===== config.mk =====
export PLATFORM = sky130hd
export DESIGN_NAME = oled_glyph_sched
export DESIGN_NICKNAME = d
export VERILOG_FILES = /design/src/rtl/oled_sched_pkg.sv /design/src/rtl/oled_glyph_sched_rr_arbiter4.sv /design/src/rtl/oled_glyph_sched.sv
export SDC_FILE = /design/constraint.sdc
export NUM_CORES = 1
export LEC_CHECK = 0
export BUFFER_PORTS_ARGS = -buffer_cell sky130_fd_sc_hd__buf_2
export CAP_MARGIN = 20
export CORE_ASPECT_RATIO = 0.7
export CORE_MARGIN = 2
export CORE_UTILIZATION = 65
export DETAILED_ROUTE_END_ITERATION = 8
export PLACE_DENSITY = 0.86
export SLEW_MARGIN = 20
export SYNTH_ARGS = -nofsm -noshare
export SYNTH_HDL_FRONTEND = slang
export SYNTH_SLANG_ARGS = --single-unit

===== constraint.sdc =====
create_clock -name clk -period 4.1 [get_ports clk]
set_input_delay 0.82 -clock clk [delete_from_list [all_inputs] [get_ports clk]]
set_output_delay 0.82 -clock clk [all_outputs]
set_load 0.005 [all_outputs]

===== src/rtl/oled_sched_pkg.sv =====
// rtl/oled_sched_pkg.sv - shared types and constants for the OLED glyph write scheduler
package oled_sched_pkg;

  localparam int NUM_DISPLAYS = 4;
  localparam int GLYPH_W      = 5;
  localparam int I2C_ADDR_W   = 7;
  // Consecutive failures tolerated before a request is dropped (retry build only)
  localparam int RETRY_LIMIT  = 3;

  typedef enum logic [1:0] {
    IDLE,
    ISSUE,
    WAIT,
    GAP
  } sched_state_t;

endpackage


===== src/rtl/oled_glyph_sched_rr_arbiter4.sv =====
// rtl/oled_glyph_sched_rr_arbiter4.sv - combinational 4-way round-robin pick starting after the last grant
module rr_arbiter4
  import oled_sched_pkg::*;
(
  input  logic [3:0] i_req,
  input  logic [1:0] i_ptr,
  output logic [1:0] o_grant,
  output logic       o_valid
);

  logic [1:0] w_idx;

  // Scan ptr+1, ptr+2, ptr+3, ptr (mod 4); the first requester found wins
  always_comb begin
    o_grant = 2'd0;
    o_valid = 1'b0;
    w_idx   = 2'd0;
    for (int k = 1; k <= NUM_DISPLAYS; k++) begin
      w_idx = i_ptr + 2'(k);
      if (!o_valid && i_req[w_idx]) begin
        o_grant = w_idx;
        o_valid = 1'b1;
      end
    end
  end

endmodule


===== src/rtl/oled_glyph_sched.sv =====
// rtl/oled_glyph_sched.sv - latches per-display glyph requests and serialises them onto one I2C writer (optional OLED_SCHED_RETRY_EN)
module oled_glyph_sched
  import oled_sched_pkg::*;
#(
  parameter logic [6:0]  ADDR0          = 7'h3C,
  parameter logic [6:0]  ADDR1          = 7'h3D,
  parameter logic [6:0]  ADDR2          = 7'h3E,
  parameter logic [6:0]  ADDR3          = 7'h3F,
  parameter int unsigned GAP_CYCLES     = 50,
  parameter int unsigned TIMEOUT_CYCLES = 1000000
) (
  input  logic       clk,
  input  logic       reset,
  input  logic [3:0] set,
  input  logic [4:0] glyph,
  output logic       wr_start,
  output logic [6:0] wr_addr,
  output logic [4:0] wr_word,
  input  logic       wr_done,
  input  logic       wr_nack,
  output logic [3:0] pending,
  output logic       busy,
  output logic [3:0] err
);

  localparam logic [31:0] TO_LAST  = 32'(TIMEOUT_CYCLES - 1);
  localparam logic [31:0] GAP_LAST = 32'(GAP_CYCLES - 1);

  sched_state_t                    r_state;
  logic [1:0]                      r_ptr;
  logic [NUM_DISPLAYS-1:0]         r_pend;
  logic [GLYPH_W-1:0]              r_glyph_q [NUM_DISPLAYS];
  logic [NUM_DISPLAYS-1:0]         r_err;
  logic [31:0]                     r_cnt;
  logic                            r_wr_start;
  logic [I2C_ADDR_W-1:0]           r_wr_addr;
  logic [GLYPH_W-1:0]              r_wr_word;
`ifdef OLED_SCHED_RETRY_EN
  logic [1:0]                      r_retry [NUM_DISPLAYS];
`endif

  logic [1:0] w_grant;
  logic       w_valid;
  logic       w_timeout;
  logic       w_end;
  logic       w_fail;

  rr_arbiter4 u_arb (
    .i_req   (r_pend),
    .i_ptr   (r_ptr),
    .o_grant (w_grant),
    .o_valid (w_valid)
  );

  // A done pulse in the same cycle as the timeout edge counts as a normal completion
  assign w_timeout = !wr_done && (r_cnt == TO_LAST);
  assign w_end     = wr_done || w_timeout;
  assign w_fail    = (wr_done && wr_nack) || w_timeout;

  function automatic logic [6:0] addr_of(input logic [1:0] g);
    case (g)
      2'd0:    addr_of = ADDR0;
      2'd1:    addr_of = ADDR1;
      2'd2:    addr_of = ADDR2;
      default: addr_of = ADDR3;
    endcase
  endfunction

  // Scheduler FSM plus request slots; the set capture is last so a fresh request beats a grant clear
  always_ff @(posedge clk) begin
    if (reset) begin
      r_state    <= IDLE;
      r_ptr      <= 2'd3;
      r_pend     <= '0;
      r_err      <= '0;
      r_cnt      <= '0;
      r_wr_start <= 1'b0;
      r_wr_addr  <= '0;
      r_wr_word  <= '0;
      for (int i = 0; i < NUM_DISPLAYS; i++) begin
        r_glyph_q[i] <= '0;
`ifdef OLED_SCHED_RETRY_EN
        r_retry[i]   <= '0;
`endif
      end
    end else begin
      r_wr_start <= 1'b0;
      case (r_state)
        IDLE: begin
          if (w_valid) begin
            r_ptr           <= w_grant;
            r_wr_addr       <= addr_of(w_grant);
            r_wr_word       <= r_glyph_q[w_grant];
            r_pend[w_grant] <= 1'b0;
            r_wr_start      <= 1'b1;
            r_state         <= ISSUE;
          end
        end
        ISSUE: begin
          r_cnt   <= '0;
          r_state <= WAIT;
        end
        WAIT: begin
          if (w_end) begin
            r_cnt   <= '0;
            r_state <= GAP;
            if (w_fail) begin
`ifdef OLED_SCHED_RETRY_EN
              if (r_retry[r_ptr] == 2'(RETRY_LIMIT - 1)) begin
                r_err[r_ptr]   <= 1'b1;
                r_retry[r_ptr] <= '0;
              end else begin
                r_retry[r_ptr] <= r_retry[r_ptr] + 2'd1;
                r_pend[r_ptr]  <= 1'b1;
              end
`else
              r_err[r_ptr] <= 1'b1;
`endif
            end else begin
`ifdef OLED_SCHED_RETRY_EN
              r_retry[r_ptr] <= '0;
`endif
            end
          end else begin
            r_cnt <= r_cnt + 32'd1;
          end
        end
        GAP: begin
          if (r_cnt == GAP_LAST) begin
            r_cnt   <= '0;
            r_state <= IDLE;
          end else begin
            r_cnt <= r_cnt + 32'd1;
          end
        end
        default: r_state <= IDLE;
      endcase
      for (int i = 0; i < NUM_DISPLAYS; i++) begin
        if (set[i]) begin
          r_pend[i]    <= 1'b1;
          r_glyph_q[i] <= glyph;
`ifdef OLED_SCHED_RETRY_EN
          r_retry[i]   <= '0;
`endif
        end
      end
    end
  end

  assign wr_start = r_wr_start;
  assign wr_addr  = r_wr_addr;
  assign wr_word  = r_wr_word;
  assign pending  = r_pend;
  assign err      = r_err;
  assign busy     = (r_state != IDLE);

endmodule


==> results of run 1 <==
## state kept, by name (all words and copies together), names as in the netlist
| signal | count |
|---|---|
| err | 4 |
| pending | 4 |
| r_cnt | 32 |
| r_glyph_q | 20 |
| r_ptr | 2 |
| r_state | 2 |
| wr_addr | 3 |
| wr_start | 1 |
| wr_word | 5 |
## area by class of cell
| class | instances | area (sq um) | share of cell area, % |
|---|---|---|---|
| well taps | 78 | 97.59 | 2.141 |
| clock buffers | 9 | 123.9 | 2.718 |
| multi-input cells | 361 | 2333 | 51.19 |
| flip-flops and latches | 73 | 1662 | 36.45 |
| inverters | 13 | 51.30 | 1.125 |
| repair buffers | 39 | 210.2 | 4.612 |
| clock inverters | 7 | 80.08 | 1.757 |
## metrics by stage
stage               cell area [sq um]  worst slack, ns  std cells  power (W)  utilization [%]
finish                           4558            1.243        580   0.002479            72.98
global route                     4558            1.021        580   0.002624            72.98
CTS                              4558            1.286        580   0.002474            72.98
detailed placement               4354            1.309        564   0.001893            69.71
global placement                 4354            1.466        564   0.001853            69.71
floorplan                        4220            1.718        481   0.001638                -
## how the worst max path moves through the flow
stage | to | slack, ns | from
after floorplan | wr_word[3] | 1.72 | r_ptr[0]
after global placement | wr_word[3] | 1.47 | r_ptr[0]
after detailed placement | wr_word[4] | 1.31 | r_ptr[0]
after CTS | wr_word[4] | 1.29 | r_ptr[0]
after global routing | pending[0] | 1.02 | r_ptr[0]
final | wr_word[4] | 1.24 | r_ptr[0]
## report_power, final
part / switching (W) / internal, W / leakage [nW]
clock: 0.000295 / 0.000286 / 0.0960
combinational: 0.000611 / 0.000358 / 0.921
sequential: 0.000104 / 0.000826 / 0.646
## cell usage after synthesis (6+ instances only)
cell	count	share of area [%]
o211ai_1	15	2.7
nor3_1	21	2.5
and3b_1	8	1.7
nand3_1	24	2.8
dfxtp_1	53	25
clkbuf_1	19	1.7
and2_1	25	3.7
nand2_1	50	4.4
nand4_1	13	1.9
or2_2	6	0.89
mux2i_1	6	1.4
edfxtp_1	20	14
nor4_1	8	1.2
or4_1	13	2.3
a21oi_1	19	2.3
and3_1	6	0.89
nor2b_1	7	1.0
ha_1	9	2.7
o21ai_0	16	1.9
a31oi_1	11	1.6
nor2_1	28	2.5
inv_1	11	0.98
## routing by layer
metal / share of wire [%] / routed length [um] / GRT usage (%) / vias up
li1: - / - / - / 1833
met1: 46 / 4567 / 42.04 / 1807
met2: 45 / 4439 / 42.36 / 164
met3: 6.9 / 684 / 6.439 / 18
met4: 1.6 / 155 / 9.741 / 0
met5: 0 / 0 / 0 / -
## worst reg2reg max path, cell delays in order, from the launching register on
cell	delay (ns)
dfxtp_1	0.78
inv_4	0.16
ha_1	0.43
mux4_2	0.35
nor2b_4	0.16
o31ai_1	0.34
nor2_1	0.08
or4_1	0.41
o211ai_1	0.09
## cell families after synthesis
family                   share of synthesized area (%)
AO/OA/AOI/OAI                                    16.43
XOR/XNOR                                        0.2076
adder cells (fa/ha/maj)                          2.668
buffers and inverters                            5.425
flip-flops                                       39.37
multiplexers                                     3.913
other                                          0.08886
AND/OR/NAND/NOR                                  31.90
==> results.sh, run 1 <==
export IMPL_wire_per_inst_um=16.98
export IMPL_clock_skew_ns=0.007079
export IMPL_grt_antenna_before_repair=0
export IMPL_yosysSeqAreaShare_pct=39.37
export IMPL_syn_area_sq_um=4220
export IMPL_die_w_um=100.3
export IMPL_nFillCells=475
export IMPL_syn2layout_area_growth_pct=8.005
export IMPL_r2r_end="wr_word[4]"
export IMPL_drt_first_pass_iters=7
export IMPL_cts_resized=0
export IMPL_fin_crit_sh_pct=69.69
export IMPL_die_h_um=71.42
export IMPL_drv_slew=0
export IMPL_power_density_nw_per_um2=544.0
export IMPL_routed_wl_um=9847
export IMPL_cts_buffer_depth=2
export IMPL_syn_nets=503
export IMPL_ios=35
export IMPL_dieArea_sq_um=7164
export IMPL_tns_ns=0
export IMPL_crit_buf_inv=1
export IMPL_cp_depth=8
export IMPL_reg2reg_depth=8
export IMPL_antenna_left=0
export IMPL_cp_arrival_ns=3.15
export IMPL_cts_htree_levels=3
export IMPL_crit_path_start_kind="register"
export IMPL_hold_buffers=0
export IMPL_syn_area_per_cell_sq_um=8.774
export IMPL_grt_pass1_wl_um=16240
export IMPL_post_cts_setup_buffers=0
export IMPL_hold_path_startpoint="wr_addr[1]"
export IMPL_numCtsBuffers=9
export IMPL_required_ns=4.39
export IMPL_num_vias=3822
export IMPL_post_route_min_period_ns=2.857
export IMPL_track_usage_pct=28.75
export IMPL_cts_sinks=73
export IMPL_clock_latency_ns=0.36
export IMPL_core_area_sq_um=6246
export IMPL_max_stage_delay_ns=0.78
export IMPL_setup_violations=0
export IMPL_max_slew_margin_pct=39.31
export IMPL_grt_ovfl_total=0
export IMPL_hold_class="register to register"
export IMPL_ys_async_sr_fraction_pct=0
export IMPL_ys_warn_count=0
export IMPL_cts_tree="built"
export IMPL_dp_hpwl_um=6635
export IMPL_fmax_ghz=0.3500
export IMPL_rows=24
export IMPL_synth_seq_cells=73
export IMPL_drt_iter0_markers=327
export IMPL_synth_edff_count=20
export IMPL_slowest_stage="dfxtp_1"
export IMPL_p_leak_nw=1.663
export IMPL_nets=519
export IMPL_drc=0
export IMPL_drive_above_1_share_pct=16.33
export IMPL_reg2reg_slack_ns=1.24
export IMPL_routed_via_density=6.590
export IMPL_worst_slew_pin_transition_ns=0.9104
export IMPL_routabilityCongestion=0.9236
export IMPL_cp_max_fo=16
export IMPL_min_to="wr_addr[1]"
export IMPL_cts_root_buf="clkbuf_8"
export IMPL_vdd_ir_drop_max_mv=0.2880
export IMPL_grt_pass1_vias=3326
export IMPL_num_antenna_cells=0
export IMPL_holdWs_ns=0.4618
export IMPL_hold_viol=0
export IMPL_drv_cap=0
export IMPL_crit_chain="inv_4 -> ha_1 -> mux4_2 -> nor2b_4 -> o31ai_1 -> nor2_1 -> or4_1 -> o211ai_1"
export IMPL_rsz0062_at_grt="false"
export IMPL_clkSlewWorstSetupHoldPaths_ns=0.08
export IMPL_status="finished clean"
export IMPL_critPathTopFamily="flip-flops"
export IMPL_mostFrequentLayoutCell="dfxtp_1"
export IMPL_synth_ff_type="dfxtp_1"
export IMPL_critPathCaptureType="register"
export IMPL_numPortBuffers=33
export IMPL_synth_cell_types=68
export IMPL_crit_type="register to register"
export IMPL_synthCells=481
export IMPL_grt_max_degree=55
export IMPL_layout_common_cells="53 x dfxtp_1, 50 x nand2_1, 33 x buf_2, 28 x nor2_1, 25 x and2_1"
export IMPL_initial_utilization_pct=67.57
export IMPL_hold_depth=2
export IMPL_rr_startpoint="r_ptr[0]"
(Power assumes the default switching activity.)
==> inputs of run 2 (changes only) <==
--- a/config.mk
+++ b/config.mk
@@ -5,13 +5,14 @@
 export SDC_FILE = /design/constraint.sdc
 export NUM_CORES = 1
 export LEC_CHECK = 0
+export ABC_AREA = 1
 export BUFFER_PORTS_ARGS = -buffer_cell sky130_fd_sc_hd__buf_2
 export CAP_MARGIN = 20
 export CORE_ASPECT_RATIO = 0.7
 export CORE_MARGIN = 2
-export CORE_UTILIZATION = 65
+export CORE_UTILIZATION = 54
 export DETAILED_ROUTE_END_ITERATION = 8
-export PLACE_DENSITY = 0.86
+export PLACE_DENSITY = 0.76
 export SLEW_MARGIN = 20
 export SYNTH_ARGS = -nofsm -noshare
 export SYNTH_HDL_FRONTEND = slang
==> constraint.sdc (replaced) <==
create_clock -name clk -period 2.5 [get_ports clk]
set_input_delay 0.5 -clock clk [delete_from_list [all_inputs] [get_ports clk]]
set_output_delay 0.5 -clock clk [all_outputs]
set_load 0.005 [all_outputs]
==> run 2 against run 1 <==
- clock power is 120% higher
- synthesized cell count is 26% higher
- global-route usage is 3.9 points lower
- clock skew is 0.0019 ns lower
- hold slack better by 0.0013 ns
- critical path depth is 8 higher
- sequential power is 57% higher
- area after synthesis is 0.83% higher
- wire length is 2.6% higher
- critical path type unchanged
- largest power group unchanged
==> results.sh, run 2 <==
export IMPL_layout_common_cells="186 x nand2_1, 69 x inv_1, 69 x nor2_1, 52 x dfxtp_1, 38 x a21oi_1"
export IMPL_cp_arrival_ns=2.52
export IMPL_synth_xor_area_share_pct=4.940
export IMPL_clock_skew_ns=0.005213
export IMPL_synth_area_leaders="dfxtp_1 25%, nand2_1 16%, edfxtp_1 14%"
export IMPL_crit_type="register to register"
export IMPL_yosys_top_cells_count="186 x nand2_1, 69 x inv_1, 69 x nor2_1, 53 x dfxtp_1, 38 x a21oi_1"
export IMPL_yosysSeqAreaShare_pct=39.05
export IMPL_max_stage_delay_ns=0.49
export IMPL_ys_warn_count=0
export IMPL_setup_violations=0
export IMPL_wire_per_inst_um=13.67
export IMPL_drv_cap=0
export IMPL_crit_chain="inv_2 -> ha_1 -> inv_1 -> nand3_1 -> nand2_1 -> inv_2 -> a21oi_1 -> nand2_1 -> nand2_4 -> inv_2 -> nand2_1 -> nand2_1 -> nand2_1 -> nand3_1 -> nand2_1 -> inv_1"
export IMPL_cts_htree_levels=3
export IMPL_synth_compound_area_share_pct=7.204
export IMPL_cpMostUsedCell="nand2_1"
export IMPL_initial_utilization_pct=54.77
export IMPL_status="finished clean"
export IMPL_critPathTopFamily="simple AND/OR/NAND/NOR gates"
export IMPL_cts_tree="built"
export IMPL_rows=27
export IMPL_synth_cell_types=35
export IMPL_hold_viol=0
export IMPL_nFillCells=705
export IMPL_drc=0
export IMPL_reg2reg_depth=16
export IMPL_fin_crit_sh_pct=90.92
export IMPL_rsz0062_at_grt="false"
export IMPL_reg2reg_slack_ns=0.23
export IMPL_grt_max_degree=34
export IMPL_synthCells=605
export IMPL_fmax_ghz=0.4400
export IMPL_mostFrequentLayoutCell="nand2_1"
export IMPL_num_antenna_cells=0
export IMPL_grt_pass1_wl_um=16460
export IMPL_top_register="r_cnt"
export IMPL_numPortBuffers=33
export IMPL_routed_wl_um=10100
export IMPL_synth_edff_count=20
export IMPL_clock_latency_ns=0.34
export IMPL_antenna_left=0
export IMPL_yosys_area_share_simple_pct=35.93
export IMPL_syn2layout_area_growth_pct=12.23
export IMPL_die_h_um=78.27
export IMPL_finalWorstSetupSlack_ns=0.2271
export IMPL_holdWs_ns=0.4631
export IMPL_synthMuxAreaShare_pct=0
export IMPL_hold_path_startpoint="err[0]"
export IMPL_required_ns=2.74
export IMPL_ios=35
export IMPL_dp_hpwl_um=7232
export IMPL_clkSlewWorstSetupHoldPaths_ns=0.06
export IMPL_p_total_w=0.004528
export IMPL_post_route_min_period_ns=2.273
export IMPL_startpoint="r_ptr[0]"
export IMPL_post_synth_top_count_cell="nand2_1"
export IMPL_min_to="err[0]"
export IMPL_hold_depth=1
export IMPL_largest_reg_flops=32
export IMPL_final_cell_area_sq_um=4776
export IMPL_routed_via_density=5.309
export IMPL_rr_startpoint="r_ptr[0]"
export IMPL_power_density_nw_per_um2=948.0
export IMPL_num_vias=3923
export IMPL_r2r_end="wr_word[3]"
export IMPL_slowest_stage="dfxtp_1"
export IMPL_p_leak_nw=2.193
export IMPL_post_place_ws_ns=0.1592
export IMPL_synth_top_area_share_pct=24.93
export IMPL_core_area_sq_um=7770
export IMPL_drive_above_1_share_pct=14.89
export IMPL_drv_slew=0
export IMPL_drt_first_pass_iters=5
export IMPL_critPathCaptureType="register"
export IMPL_synth_top_family_by_area="simple AND/OR/NAND/NOR gates"
export IMPL_dieArea_sq_um=8618
export IMPL_cts_sinks=73
export IMPL_cts_root_buf="clkbuf_16"
export IMPL_crit_path_start_kind="register"
export IMPL_numCtsBuffers=9
export IMPL_hold_class="register to register"
export IMPL_syn_area_per_cell_sq_um=7.034
export IMPL_grt_antenna_before_repair=0
export IMPL_crit_buf_inv=5
export IMPL_synth_fa_ha_area_share_pct=2.646
export IMPL_routabilityCongestion=0.9631
export IMPL_vdd_ir_drop_max_mv=0.6682
export IMPL_cp_max_fo=14
export IMPL_cts_buffer_depth=2
export IMPL_grt_ovfl_total=0
export IMPL_syn_area_sq_um=4255
export IMPL_track_usage_pct=24.82
export IMPL_ys_async_sr_fraction_pct=0
export IMPL_die_w_um=110.1
export IMPL_tns_ns=0
export IMPL_grt_pass1_vias=3467
export IMPL_nets=655
export IMPL_drt_iter0_markers=291
export IMPL_dpl_cell_area_sq_um=4441
export IMPL_syn_nets=627
export IMPL_synth_area_leader_cell="dfxtp_1"
export IMPL_synth_ff_type="dfxtp_1"
export IMPL_synth_seq_cells=73
-- run 2: layer usage --
layer / wire length [um] / up-vias / global-route usage [%]
met5: 0 / - / 0
met3: 960 / 13 / 9.136
li1: - / 1970 / -
met1: 4853 / 1779 / 36.52
met4: 125 / 0 / 6.500
met2: 4164 / 161 / 33.99
-- run 2: timing repair --
item / in CTS / in global routing
endpoints found under the setup margin: 0 / 11
hold buffers: 0 / 0
setup buffers: 0 / 5
gates resized for setup: 0 / 3
-- run 2: report_power, final --
part	switching [W]	internal, W	total [W]
Sequential	0.000111	0.00135	0.00146
Combinational	0.00117	0.000641	0.00181
Clock	0.000495	0.000761	0.00126
-- run 2: worst max-delay path by stage --
stage | end | slack (ns) | depth (start not counted)
floorplan | r_ptr[1] | 0.51 | 12
global placement | wr_word[3] | 0.28 | 14
detailed placement | wr_word[0] | 0.16 | 14
CTS | wr_word[3] | 0.10 | 14
global route | wr_word[3] | 0.03 | 16
finish | wr_word[3] | 0.23 | 16
-- run 2: final cells by class --
| class | instances | area [sq um] | share of cell area, % |
|---|---|---|---|
| inverters | 76 | 287.8 | 6.026 |
| well taps | 101 | 126.4 | 2.646 |
| flip-flops and latches | 73 | 1663 | 34.82 |
| clock inverters | 7 | 61.31 | 1.284 |
| multi-input cells | 430 | 2172 | 45.48 |
| repair buffers | 43 | 240.2 | 5.030 |
| clock buffers | 9 | 225.2 | 4.716 |
-- run 2: metrics by stage --
| stage | utilization (%) | instances |
|---|---|---|
| floorplan | - | 605 |
| global placement | 57.15 | 718 |
| detailed placement | 57.15 | 718 |
| CTS | 60.84 | 734 |
| global route | 61.47 | 739 |
| finish | 61.47 | 739 |
-- run 2: logic make-up (layout without fill, tap and decap cells) --
| kind of cell | count (synthesis) | in the layout |
|---|---|---|
| flip-flops | 73 | 73 |
| XOR/XNOR | 24 | 24 |
| AND/OR/NAND/NOR | 341 | 341 |
| adder cells (fa/ha/maj) | 9 | 9 |
| buffers and inverters | 102 | 135 |
| other | 1 | 1 |
| AO/OA/AOI/OAI | 55 | 55 |
==> inputs of run 3 (changes only) <==
--- a/config.mk
+++ b/config.mk
@@ -8,11 +8,15 @@
 export ABC_AREA = 1
 export BUFFER_PORTS_ARGS = -buffer_cell sky130_fd_sc_hd__buf_2
 export CAP_MARGIN = 20
+export CELL_PAD_IN_SITES_DETAIL_PLACEMENT = 1
+export CELL_PAD_IN_SITES_GLOBAL_PLACEMENT = 1
 export CORE_ASPECT_RATIO = 0.7
 export CORE_MARGIN = 2
-export CORE_UTILIZATION = 54
+export CORE_UTILIZATION = 39
+export CTS_CLUSTER_SIZE = 16
 export DETAILED_ROUTE_END_ITERATION = 8
-export PLACE_DENSITY = 0.76
+export PLACE_DENSITY_LB_ADDON = 0.1
+export SKIP_LAST_GASP = 1
 export SLEW_MARGIN = 20
 export SYNTH_ARGS = -nofsm -noshare
 export SYNTH_HDL_FRONTEND = slang
==> run 3 against run 2 <==
- critical path depth did not move
- global-route usage fell by 2.9 points
- clock skew rose by 0.0016 ns
- largest cell class unchanged
- highest routed layer unchanged
==> results.sh, run 3 (synthesis results as in run 2) <==
export IMPL_drv_cap=0
export IMPL_vdd_ir_drop_max_mv=0.3855
export IMPL_layout_cells_non_filler=770
export IMPL_hold_viol=0
export IMPL_setup_violations=0
export IMPL_numPortBuffers=33
export IMPL_cts_tree="built"
export IMPL_nets=655
export IMPL_top_register="r_cnt"
export IMPL_clock_skew_ns=0.006830
export IMPL_crit_type="register to register"
export IMPL_antenna_left=0
export IMPL_fmax_ghz=0.4485
export IMPL_grt_max_degree=33
export IMPL_ios=35
export IMPL_routed_via_density=5.116
export IMPL_track_usage_pct=21.94
export IMPL_mostFrequentLayoutCell="nand2_1"
export IMPL_cts_root_buf="clkbuf_16"
export IMPL_drc=0
export IMPL_drt_first_pass_iters=4
export IMPL_die_h_um=91.40
export IMPL_grt_ovfl_total=0
export IMPL_cpMostUsedCell="nand2_1"
export IMPL_cts_buffer_depth=2
export IMPL_wire_per_inst_um=15.93
export IMPL_routed_wl_um=12260
export IMPL_met1_usage_pct=32.62
export IMPL_crit_chain="inv_2 -> ha_1 -> inv_1 -> nand3_1 -> nand2_1 -> inv_2 -> a21oi_1 -> nand2_1 -> nand2_2 -> buf_4 -> nand2_1 -> nand2_1 -> nand2_1 -> nand3_1 -> nand2_1 -> inv_1"
export IMPL_crit_buf_inv=5
export IMPL_routabilityCongestion=0.8325
export IMPL_hold_class="register to register"
export IMPL_dpl_cell_area_sq_um=4494
export IMPL_cts_htree_levels=3
export IMPL_rows=31
export IMPL_drt_iter0_markers=265
export IMPL_grtUsageMet3_pct=4.478
export IMPL_grt_pass1_vias=3960
export IMPL_finalWorstSetupSlack_ns=0.2702
export IMPL_critPathCaptureType="register"
export IMPL_largest_reg_flops=32
export IMPL_layout_common_cells="186 x nand2_1, 69 x nor2_1, 68 x inv_1, 51 x dfxtp_1, 38 x a21oi_1"
export IMPL_grt_pass1_wl_um=20180
export IMPL_syn2layout_area_growth_pct=14.03
export IMPL_core_area_sq_um=10470
export IMPL_required_ns=2.79
export IMPL_clkSlewWorstSetupHoldPaths_ns=0.06
export IMPL_place_inst=751
export IMPL_grt_antenna_before_repair=0
export IMPL_initial_utilization_pct=40.63
export IMPL_drv_slew=0
export IMPL_final_cell_area_sq_um=4852
export IMPL_p_leak_nw=2.204
export IMPL_die_w_um=128.9
export IMPL_drive_above_1_share_pct=15.36
export IMPL_power_density_nw_per_um2=979.7
export IMPL_cts_sinks=73
export IMPL_num_antenna_cells=0
export IMPL_fin_crit_sh_pct=89.19
export IMPL_clock_latency_ns=0.34
export IMPL_crit_path_start_kind="register"
export IMPL_top_usage_layer="met2"
export IMPL_max_stage_delay_ns=0.40
export IMPL_p_total_w=0.004754
export IMPL_status="finished clean"
export IMPL_post_place_ws_ns=0.04404
export IMPL_rsz0062_at_grt="false"
export IMPL_critPathTopFamily="simple AND/OR/NAND/NOR gates"
export IMPL_slowest_stage="dfxtp_2"
export IMPL_grtUsageMet2_pct=32.72
export IMPL_dp_hpwl_um=9292
export IMPL_dieArea_sq_um=11780
export IMPL_nFillCells=1343
export IMPL_cp_arrival_ns=2.52
export IMPL_numCtsBuffers=9
export IMPL_num_vias=3939
export IMPL_cp_max_fo=8
export IMPL_post_route_min_period_ns=2.230
export IMPL_tns_ns=0
-- run 3: cell types whose count changed in the layout (fill, tap and decap cells not counted), sizes merged --
cell,change
bufinv,+1
inv,+1
clkinv,-2
-- run 3: what timing repair did --
item,in CTS,in global routing
resized for setup,0,4
setup endpoints to repair,0,14
hold buffers,0,0
setup buffers,0,3
-- run 3: layout make-up --
class | instances | area, sq um | area share (%)
clock buffer | 9 | 225.2 | 4.642
clock inverter | 7 | 102.6 | 2.114
inverter | 76 | 287.8 | 5.931
tap | 132 | 165.2 | 3.404
timing repair buffer | 43 | 240.2 | 4.951
multi-input combinational | 430 | 2167 | 44.66
sequential | 73 | 1664 | 34.30
-- run 3: final timing paths --
path / from / end / slack, ns / cells after the start
worst max-delay path: r_ptr[1] / wr_word[0] / 0.27 / 16
worst min-delay path: err[3] / err[3] / 0.46 / 1
worst max register to register: r_ptr[1] / wr_word[0] / 0.27 / 16
worst min register to register: err[3] / err[3] / 0.46 / 1
-- run 3: where the power goes --
group | internal [W] | total [W] | switching [W]
Combinational | 0.000628 | 0.00186 | 0.00123
Sequential | 0.00135 | 0.00146 | 0.000112
Clock | 0.000883 | 0.00143 | 0.000549
Total | 0.00286 | 0.00475 | 0.00189
-- run 3: through the flow --
step                util (%)  hold slack (ns)
floorplan                  -           0.4586
global placement       42.92           0.4399
detailed placement     42.92           0.4488
CTS                    46.05           0.4635
global route           46.33           0.4941
finish                 46.33           0.4580
-- run 3: per-layer routing --
| layer | wire length, um | vias up | share of wire [%] |
|---|---|---|---|
| li1 | - | 1971 | - |
| met1 | 6405 | 1885 | 52 |
| met2 | 5221 | 81 | 43 |
| met3 | 611 | 2 | 5.0 |
| met4 | 25 | 0 | 0.20 |
| met5 | 0 | - | 0 |
